==> src/rtl/pkt_burst_writer_pkg.sv <==
// Shared types, header layout and beat-size helper for the packet burst writer.
package pkt_wr_pkg;

  typedef enum logic [2:0] {StIdle, StHdr, StWaitData, StData, StDone} wr_state_e;

  localparam int unsigned HDR_BITS    = 128;
  localparam int unsigned HDR_SEC_LSB = 0;
  localparam int unsigned HDR_NS_LSB  = 32;
  localparam int unsigned HDR_LEN_LSB = 64;

  function automatic int unsigned bytes_per_beat(input int unsigned data_w);
    return data_w / 8;
  endfunction

  // Upper 48 bits stay zero.
  function automatic logic [HDR_BITS-1:0] build_header(input logic [15:0] len,
                                                       input logic [31:0] ns,
                                                       input logic [31:0] sec);
    logic [HDR_BITS-1:0] h;
    h = '0;
    h[HDR_SEC_LSB +: 32] = sec;
    h[HDR_NS_LSB  +: 32] = ns;
    h[HDR_LEN_LSB +: 16] = len;
    return h;
  endfunction

endpackage

==> src/rtl/pkt_burst_writer_if.sv <==
// Avalon-MM write host signals plus the show-ahead FIFO read port.
interface pkt_burst_writer_if #(
  parameter int unsigned DATA_W    = 32,
  parameter int unsigned MAX_BURST = 16,
  parameter int unsigned ADDR_W    = 32,
  parameter int unsigned USEDW_W   = 9
);
  localparam int unsigned BC_W = $clog2(MAX_BURST) + 1;

  logic [ADDR_W-1:0]  address;
  logic [DATA_W-1:0]  writedata;
  logic               write;
  logic [BC_W-1:0]    burstcount;
  logic               waitrequest;
  logic [DATA_W-1:0]  fifo_data;
  logic [USEDW_W-1:0] fifo_usedw;
  logic               fifo_rd;

  modport master (
    output address, writedata, write, burstcount, fifo_rd,
    input  waitrequest, fifo_data, fifo_usedw
  );

  modport slave (
    input  address, writedata, write, burstcount, fifo_rd,
    output waitrequest, fifo_data, fifo_usedw
  );
endinterface

==> src/rtl/pkt_burst_writer_planner.sv <==
// Computes the address after the current burst (with ring wrap) and the length of
// the burst that starts there.
module burst_planner
  import pkt_wr_pkg::*;
#(
  parameter int unsigned ADDR_W    = 32,
  parameter int unsigned DATA_W    = 32,
  parameter int unsigned MAX_BURST = 16,
  parameter int unsigned BC_W      = $clog2(MAX_BURST) + 1
) (
  input  logic [ADDR_W-1:0] cur_addr,
  input  logic [BC_W-1:0]   cur_len,
  input  logic [15:0]       beats_left,
  input  logic [ADDR_W-1:0] ring_base,
  input  logic [ADDR_W-1:0] ring_size,
  output logic [ADDR_W-1:0] next_addr,
  output logic [BC_W-1:0]   next_len
);
  localparam int unsigned BpbLog = $clog2(bytes_per_beat(DATA_W));

  logic [ADDR_W-1:0] ring_end, sum, room, lim;

  always_comb begin
    ring_end  = ring_base + ring_size;
    sum       = cur_addr + (ADDR_W'(cur_len) << BpbLog);
    next_addr = (sum >= ring_end) ? ring_base : sum;
    room      = (ring_end - next_addr) >> BpbLog;
    lim       = ADDR_W'(MAX_BURST);
    if (ADDR_W'(beats_left) < lim) lim = ADDR_W'(beats_left);
    if (room < lim) lim = room;
    next_len  = BC_W'(lim);
  end
endmodule

==> src/rtl/pkt_burst_writer.sv <==
// Writes a 128-bit timestamp header then the packet payload from a show-ahead FIFO
// into a byte-addressed ring buffer as Avalon-MM bursts.
module pkt_burst_writer
  import pkt_wr_pkg::*;
#(
  parameter int unsigned DATA_W    = 32,
  parameter int unsigned MAX_BURST = 16,
  parameter int unsigned ADDR_W    = 32,
  parameter int unsigned USEDW_W   = 9
) (
  input  logic               clk,
  input  logic               reset,
  input  logic               start,
  input  logic [15:0]        pkt_len,
  input  logic [31:0]        seconds,
  input  logic [31:0]        nanoseconds,
  input  logic [ADDR_W-1:0]  ring_base,
  input  logic [ADDR_W-1:0]  ring_size,
  output logic [ADDR_W-1:0]  wr_ptr,
  output logic               busy,
  output logic               done,
  pkt_burst_writer_if.master bus
);
  localparam int unsigned BC_W      = $clog2(MAX_BURST) + 1;
  localparam int unsigned BPB       = bytes_per_beat(DATA_W);
  localparam int unsigned BpbLog    = $clog2(BPB);
  localparam int unsigned HDR_BEATS = HDR_BITS / DATA_W;
  localparam int unsigned HIDX_W    = (HDR_BEATS > 1) ? $clog2(HDR_BEATS) : 1;

  wr_state_e         state_q, state_d;
  logic [15:0]       len_q, len_d, beats_left_q, beats_left_d;
  logic [31:0]       sec_q, sec_d, ns_q, ns_d;
  logic [ADDR_W-1:0] base_q, base_d, size_q, size_d;
  logic [ADDR_W-1:0] wr_ptr_q, wr_ptr_d, addr_q, addr_d;
  logic              ptr_valid_q, ptr_valid_d;
  logic [BC_W-1:0]   bc_q, bc_d, beat_cnt_q, beat_cnt_d;
  logic [HIDX_W-1:0] hdr_idx_q, hdr_idx_d;

  logic [HDR_BITS-1:0] header;
  logic [16:0]         len_round;
  logic [15:0]         total_beats;
  logic                advance;
  logic [ADDR_W-1:0]   next_addr;
  logic [BC_W-1:0]     next_len;

  assign header      = build_header(len_q, ns_q, sec_q);
  assign len_round   = {1'b0, pkt_len} + 17'(BPB - 1);
  assign total_beats = 16'(len_round >> BpbLog);

  burst_planner #(
    .ADDR_W    (ADDR_W),
    .DATA_W    (DATA_W),
    .MAX_BURST (MAX_BURST),
    .BC_W      (BC_W)
  ) u_planner (
    .cur_addr   (addr_q),
    .cur_len    (bc_q),
    .beats_left (beats_left_q),
    .ring_base  (base_q),
    .ring_size  (size_q),
    .next_addr  (next_addr),
    .next_len   (next_len)
  );

  always_comb begin
    state_d       = state_q;
    len_d         = len_q;
    sec_d         = sec_q;
    ns_d          = ns_q;
    base_d        = base_q;
    size_d        = size_q;
    wr_ptr_d      = wr_ptr_q;
    addr_d        = addr_q;
    ptr_valid_d   = ptr_valid_q;
    bc_d          = bc_q;
    beat_cnt_d    = beat_cnt_q;
    beats_left_d  = beats_left_q;
    hdr_idx_d     = hdr_idx_q;
    advance       = 1'b0;
    bus.write     = 1'b0;
    bus.fifo_rd   = 1'b0;
    bus.writedata = '0;

    unique case (state_q)
      StIdle: begin
        if (start) begin
          len_d        = pkt_len;
          sec_d        = seconds;
          ns_d         = nanoseconds;
          base_d       = ring_base;
          size_d       = ring_size;
          addr_d       = ptr_valid_q ? wr_ptr_q : ring_base;
          wr_ptr_d     = addr_d;
          ptr_valid_d  = 1'b1;
          bc_d         = BC_W'(HDR_BEATS);
          beat_cnt_d   = BC_W'(HDR_BEATS);
          hdr_idx_d    = '0;
          beats_left_d = total_beats;
          state_d      = StHdr;
        end
      end
      StHdr: begin
        bus.write     = 1'b1;
        bus.writedata = header[hdr_idx_q * DATA_W +: DATA_W];
        if (!bus.waitrequest) begin
          hdr_idx_d = hdr_idx_q + 1'b1;
          advance   = 1'b1;
        end
      end
      StWaitData: begin
        if (32'(bus.fifo_usedw) >= 32'(bc_q)) state_d = StData;
      end
      StData: begin
        bus.write     = 1'b1;
        bus.writedata = bus.fifo_data;
        bus.fifo_rd   = !bus.waitrequest;
        advance       = !bus.waitrequest;
      end
      StDone: state_d = StIdle;
      default: state_d = StIdle;
    endcase

    // beats_left counts payload beats not yet assigned to a planned burst.
    if (advance) begin
      beat_cnt_d = beat_cnt_q - 1'b1;
      if (beat_cnt_q == BC_W'(1)) begin
        addr_d = next_addr;
        if (beats_left_q == '0) begin
          wr_ptr_d = next_addr;
          state_d  = StDone;
        end else begin
          bc_d         = next_len;
          beat_cnt_d   = next_len;
          beats_left_d = beats_left_q - 16'(next_len);
          state_d      = StWaitData;
        end
      end
    end
  end

  always_ff @(posedge clk) begin
    if (reset) begin
      state_q      <= StIdle;
      len_q        <= '0;
      sec_q        <= '0;
      ns_q         <= '0;
      base_q       <= '0;
      size_q       <= '0;
      wr_ptr_q     <= '0;
      addr_q       <= '0;
      ptr_valid_q  <= 1'b0;
      bc_q         <= '0;
      beat_cnt_q   <= '0;
      beats_left_q <= '0;
      hdr_idx_q    <= '0;
    end else begin
      state_q      <= state_d;
      len_q        <= len_d;
      sec_q        <= sec_d;
      ns_q         <= ns_d;
      base_q       <= base_d;
      size_q       <= size_d;
      wr_ptr_q     <= wr_ptr_d;
      addr_q       <= addr_d;
      ptr_valid_q  <= ptr_valid_d;
      bc_q         <= bc_d;
      beat_cnt_q   <= beat_cnt_d;
      beats_left_q <= beats_left_d;
      hdr_idx_q    <= hdr_idx_d;
    end
  end

  assign bus.address    = addr_q;
  assign bus.burstcount = bc_q;
  assign wr_ptr         = wr_ptr_q;
  assign busy           = (state_q != StIdle);
  assign done           = (state_q == StDone);
endmodule

==> src/flat_wrapper.sv <==
// flat-port wrapper written by rule: the top's interface ports become plain ports
module pkt_burst_writer_flat import pkt_wr_pkg::*;
#(
  parameter int unsigned DATA_W    = 32,
  parameter int unsigned MAX_BURST = 16,
  parameter int unsigned ADDR_W    = 32,
  parameter int unsigned USEDW_W   = 9
)
  (clk, reset, start, pkt_len, seconds, nanoseconds, ring_base, ring_size, wr_ptr, busy, done, bus_address, bus_writedata, bus_write, bus_burstcount, bus_fifo_rd, bus_waitrequest, bus_fifo_data, bus_fifo_usedw);
  pkt_burst_writer_if #(.DATA_W(DATA_W), .MAX_BURST(MAX_BURST), .ADDR_W(ADDR_W), .USEDW_W(USEDW_W)) bus_i ();
  input  logic clk;
  input  logic reset;
  input  logic start;
  input  logic [15:0] pkt_len;
  input  logic [31:0] seconds;
  input  logic [31:0] nanoseconds;
  input  logic [ADDR_W-1:0] ring_base;
  input  logic [ADDR_W-1:0] ring_size;
  output logic [ADDR_W-1:0] wr_ptr;
  output logic busy;
  output logic done;
  output wire logic [$bits(bus_i.address)-1:0] bus_address;
  output wire logic [$bits(bus_i.writedata)-1:0] bus_writedata;
  output wire logic [$bits(bus_i.write)-1:0] bus_write;
  output wire logic [$bits(bus_i.burstcount)-1:0] bus_burstcount;
  output wire logic [$bits(bus_i.fifo_rd)-1:0] bus_fifo_rd;
  input wire logic [$bits(bus_i.waitrequest)-1:0] bus_waitrequest;
  input wire logic [$bits(bus_i.fifo_data)-1:0] bus_fifo_data;
  input wire logic [$bits(bus_i.fifo_usedw)-1:0] bus_fifo_usedw;
  assign bus_address = bus_i.address;
  assign bus_writedata = bus_i.writedata;
  assign bus_write = bus_i.write;
  assign bus_burstcount = bus_i.burstcount;
  assign bus_fifo_rd = bus_i.fifo_rd;
  assign bus_i.waitrequest = bus_waitrequest;
  assign bus_i.fifo_data = bus_fifo_data;
  assign bus_i.fifo_usedw = bus_fifo_usedw;
  pkt_burst_writer #(.DATA_W(DATA_W), .MAX_BURST(MAX_BURST), .ADDR_W(ADDR_W), .USEDW_W(USEDW_W)) u_core (.clk(clk), .reset(reset), .start(start), .pkt_len(pkt_len), .seconds(seconds), .nanoseconds(nanoseconds), .ring_base(ring_base), .ring_size(ring_size), .wr_ptr(wr_ptr), .busy(busy), .done(done), .bus(bus_i));
endmodule
==> config.mk <==
export PLATFORM = sky130hd
export DESIGN_NAME = pkt_burst_writer_flat
export DESIGN_NICKNAME = d
export VERILOG_FILES = /design/src/rtl/pkt_burst_writer_pkg.sv /design/src/rtl/pkt_burst_writer_if.sv /design/src/rtl/pkt_burst_writer_planner.sv /design/src/rtl/pkt_burst_writer.sv /design/src/flat_wrapper.sv
export SDC_FILE = /design/constraint.sdc
export NUM_CORES = 1
export LEC_CHECK = 0
export CORE_AREA = 5 5 284 147
export CTS_CLUSTER_DIAMETER = 30
export CTS_CLUSTER_SIZE = 40
export DETAILED_ROUTE_END_ITERATION = 16
export DIE_AREA = 0 0 289 152
export GPL_ROUTABILITY_DRIVEN = 1
export PLACE_DENSITY_LB_ADDON = 0.08
export SLEW_MARGIN = 10
export SYNTH_ARGS = -nofsm -noshare
export SYNTH_HDL_FRONTEND = slang
export SYNTH_SLANG_ARGS = --single-unit
==> constraint.sdc <==
create_clock -name clk -period 18.85 [get_ports clk]
set_clock_uncertainty 0.15 [all_clocks]
set_input_delay 2.8275 -clock clk [delete_from_list [all_inputs] [get_ports clk]]
set_output_delay 2.8275 -clock clk [all_outputs]
set_load 0.1 [all_outputs]
==> results.md <==
* Leakage at roughly 8.7 nW
* Initial antenna violation count at 2
* Drt wl/cell at ~23 microns
* Worst EP arrival at 15.66 ns
* Most common flop cell mapped by yosys: dfxtp_1
* Max-slew violations at 0
* Setup violators final at 0
* Vias per cell at 5.894
* Sequential-to-total area share from yosys stat at 27.76%
* Synth Area in XOR/XNOR at 4.684%
* Worst-path clk slew at approximately 0.060 ns
* Area delta synth->final at 27.63%
* Hold Crit Class: reg -> reg
* Place WS at about 4 ns
* Mapped Area at between 0.015 and 0.02 sq mm
* Hold depth at 2
* Final WS setup at roughly 3.5 ns
* Placeable Area at 0.03943 sq mm
* Full die area at 0.04393 sq mm
* Setup TNS at 0 ns
* Chip height at roughly 150 microns
* Most common cell in the netlist: nand2_1
* Reg2Reg Depth at 59
* RSZ-0062 raised after global routing: no
* Worst vdd ir at 0.07464 mV
* Hold path start: u_core.sec_q[26]$_SDFFE_PP0P_
* Worst path max stage delay at 0.93 ns
* Top cells by area, synth: dfxtp_1, nand2_1, a21oi_1
* Hold_buf cts at 0
* Crit path launch type: flop
* Outcome: complete, no violations
* Max Cap Violations at 0
* Largest net degree at the start of global routing at between 200 and 250
* Main combinational cell family by area after synthesis: compound AO/OA/AOI/OAI gates
* Num Clock Sinks at 240
* Crit path max fanout at 16
* Simple-gate share of the synthesized area at 21.36%
* Adder-Cell Fraction of Synth Area at under 10%
* DRT iter0 DRCs at about 1800
* Mux cell area share after synthesis at 5.740%
* Initial core utilization at between 40% and 50%
* Post-CTS setup buffers at 0
* Post-Syn Instances at between 2000 and 2500
* Grt ovf at 0
* F_max at 65.20 MHz
* Hold Vio Cnt, Final at 0
* Yosys reg bits at 240
* N_diodes at 0
* Syn avg cell area at roughly 7.4 sq um
* Warnings from Yosys at 0
* Pre-antenna DRT Iters at 5
* Total Wirelength at 72120 microns
* Io pins at 294
* Crit end category: flop
* CTS Root Cell: clkbuf_16
* Worst Setup SP: u_core.base_q[0]$_SDFFE_PP0P_
* Dominant cell type by area after synthesis: dfxtp_1
* TritonCTS Buffers at 40
* Post-synth cell types at between 90 and 100
* Row cnt at 52
* Placed Area at between 0.02 and 0.025 sq mm
* Via count at around 18000
* Yosys top cell area share at approximately 28%
* H-tree levels at 2
* Slowest CP cell: a211oi_4
* Post-DP HPWL at approximately 56000 microns
* Period utilization at roughly 80%
* Cell repeated most along the worst path: a21o_1
* Fin crit period at between 15 and 20 ns
* WS Path Type: reg -> reg
* Top post-synthesis cells by count: nand2_1, a21oi_1, dfxtp_1, ha_1, clkbuf_1
* Global-route wire length before repair at 106700 microns
* DRC at 0
* Worst EP required at 19.17 ns
* Synth Area in Compound Gates at between 20% and 30%
* Vias in the first global route at approximately 17000
* Total GRT Usage at 31.21%
* Origin of the critical flop-to-flop path: u_core.base_q[0]$_SDFFE_PP0P_
* Cell area power density at approximately 110 mW/mm^2
* Post-synth ARST share at 0%
* Post-route cell area at 0.02209 sq mm
* Clock Path Buffers at 3
* Fin nets at 2878
* Die width at around 290 microns
* Slew Limit Headroom at ~6.4%
* Layout cells sized above 1 at between 6 and 7%
* CTS tree: done
* Worst Tran Pin Value at roughly 1.4 ns
* Port bufs at 293
* Post-DRT Antenna Nets at 0
* Post-CTS sizing at 0
* Post-synth EDFFs at 0
* Worst-Skew Late Latency at 0.56 ns
* Routability cong. at 1.005
per-stage QoR:
| stage | std cells | utilization [%] | hold slack, ns | power [mW] |
|---|---|---|---|---|
| 2_1_floorplan | 2340 | - | 0.2761 | 1.277 |
| 3_3_place_gp | 3064 | 52.39 | 0.2909 | 1.614 |
| 3_5_place_dp | 3064 | 52.39 | 0.2958 | 1.609 |
| 4_1_cts | 3137 | 56.01 | 0.3034 | 2.399 |
| 5_1_grt | 3137 | 56.03 | 0.3241 | 2.532 |
| 6_report | 3137 | 56.03 | 0.3040 | 2.428 |
final cells by class:
| cell class | instances | area (sq um) |
|---|---|---|
| Tap cell | 540 | 675.6 |
| Fill cell | 3686 | 17340 |
| Inverter | 114 | 427.9 |
| Multi-Input combinational cell | 1857 | 11660 |
| Clock buffer | 47 | 1097 |
| Timing Repair Buffer | 313 | 3094 |
| Clock inverter | 26 | 331.6 |
| Sequential cell | 240 | 4807 |
state kept, by name, summed over array words and instances, names as in the netlist:
| signal | count |
|---|---|
| u_core.base_q | 32 |
| u_core.beat_cnt_q | 5 |
| u_core.beats_left_q | 16 |
| u_core.bus.address | 32 |
| u_core.bus.burstcount | 5 |
| u_core.hdr_idx_q | 2 |
| u_core.len_q | 16 |
| u_core.ns_q | 32 |
| u_core.ptr_valid_q | 1 |
| u_core.sec_q | 32 |
| u_core.size_q | 32 |
| u_core.state_q | 3 |
| u_core.wr_ptr | 32 |
worst max-delay path: cells and delay by family, from the launching register on:
family / cells / cell delay, ns
AOI/OAI and AO/OA: 33 / 7.85
xor gates and xnor gates: 1 / 0.24
adders and majority gates: 6 / 2.27
buffers and inverters: 1 / 0.10
DFF: 1 / 0.41
muxes: 1 / 0.27
and+or+nand+nor: 17 / 3.93
report_power, final:
part | switching, mW | internal (mW)
sequential | 0.0380 | 0.545
combinational | 0.699 | 0.361
clock | 0.302 | 0.484
total | 1.04 | 1.39
cell families (layout without fill, tap and decap cells):
group                    Yosys count  in the layout
adder cells (fa/ha/maj)          123            123
multiplexers                      96             96
AO/OA/AOI/OAI                    712            712
flip-flops                       240            240
other                              1             11
AND/OR/NAND/NOR                  825            825
buffers and inverters            243            500
XOR/XNOR                          90             90
layout by cell type, fill, tap and decap left out, drive strengths merged, types with 7 or more instances in the layout:
cell | synthesis | routed
a22oi | 13 | 13
a211oi | 32 | 32
nor2 | 106 | 106
nor4 | 10 | 10
nand2b | 18 | 18
a2111oi | 8 | 8
nand2 | 498 | 498
nor3 | 31 | 31
buf | 10 | 22
a21oi | 313 | 313
inv | 114 | 127
and4 | 7 | 7
mux2i | 70 | 70
o21ai | 100 | 100
nor2b | 18 | 18
a21boi | 7 | 7
clkdlybuf4s50 | 0 | 291
o2111ai | 11 | 11
a21o | 56 | 56
and3 | 15 | 15
conb | 1 | 11
nand3 | 38 | 38
nand4 | 23 | 23
dfxtp | 240 | 240
o211ai | 65 | 65
clkbuf | 119 | 47
o21bai | 15 | 15
or3 | 10 | 10
or2 | 10 | 10
a31oi | 20 | 20
mux2 | 26 | 26
ha | 121 | 121
o21a | 12 | 12
xnor2 | 65 | 65
xor2 | 24 | 24
and2 | 16 | 16
layer usage:
| metal | vias to the layer above | share of wire, % | track usage [%] |
|---|---|---|---|
| met5 | - | 0.037 | 0 |
| met4 | 4 | 1.1 | 4.269 |
| met3 | 69 | 11 | 10.45 |
| met2 | 812 | 36 | 37.91 |
| met1 | 8856 | 52 | 51.98 |
| li1 | 8748 | - | - |
worst paths after layout:
check,end,slack [ns]
max,u_core.beats_left_q[8]$_SDFF_PP0_,3.51
min,u_core.sec_q[26]$_SDFFE_PP0P_,0.30
max reg2reg,u_core.beats_left_q[8]$_SDFF_PP0_,3.51
min reg2reg,u_core.sec_q[26]$_SDFFE_PP0P_,0.30
Power figures use the tool's default switching activity.
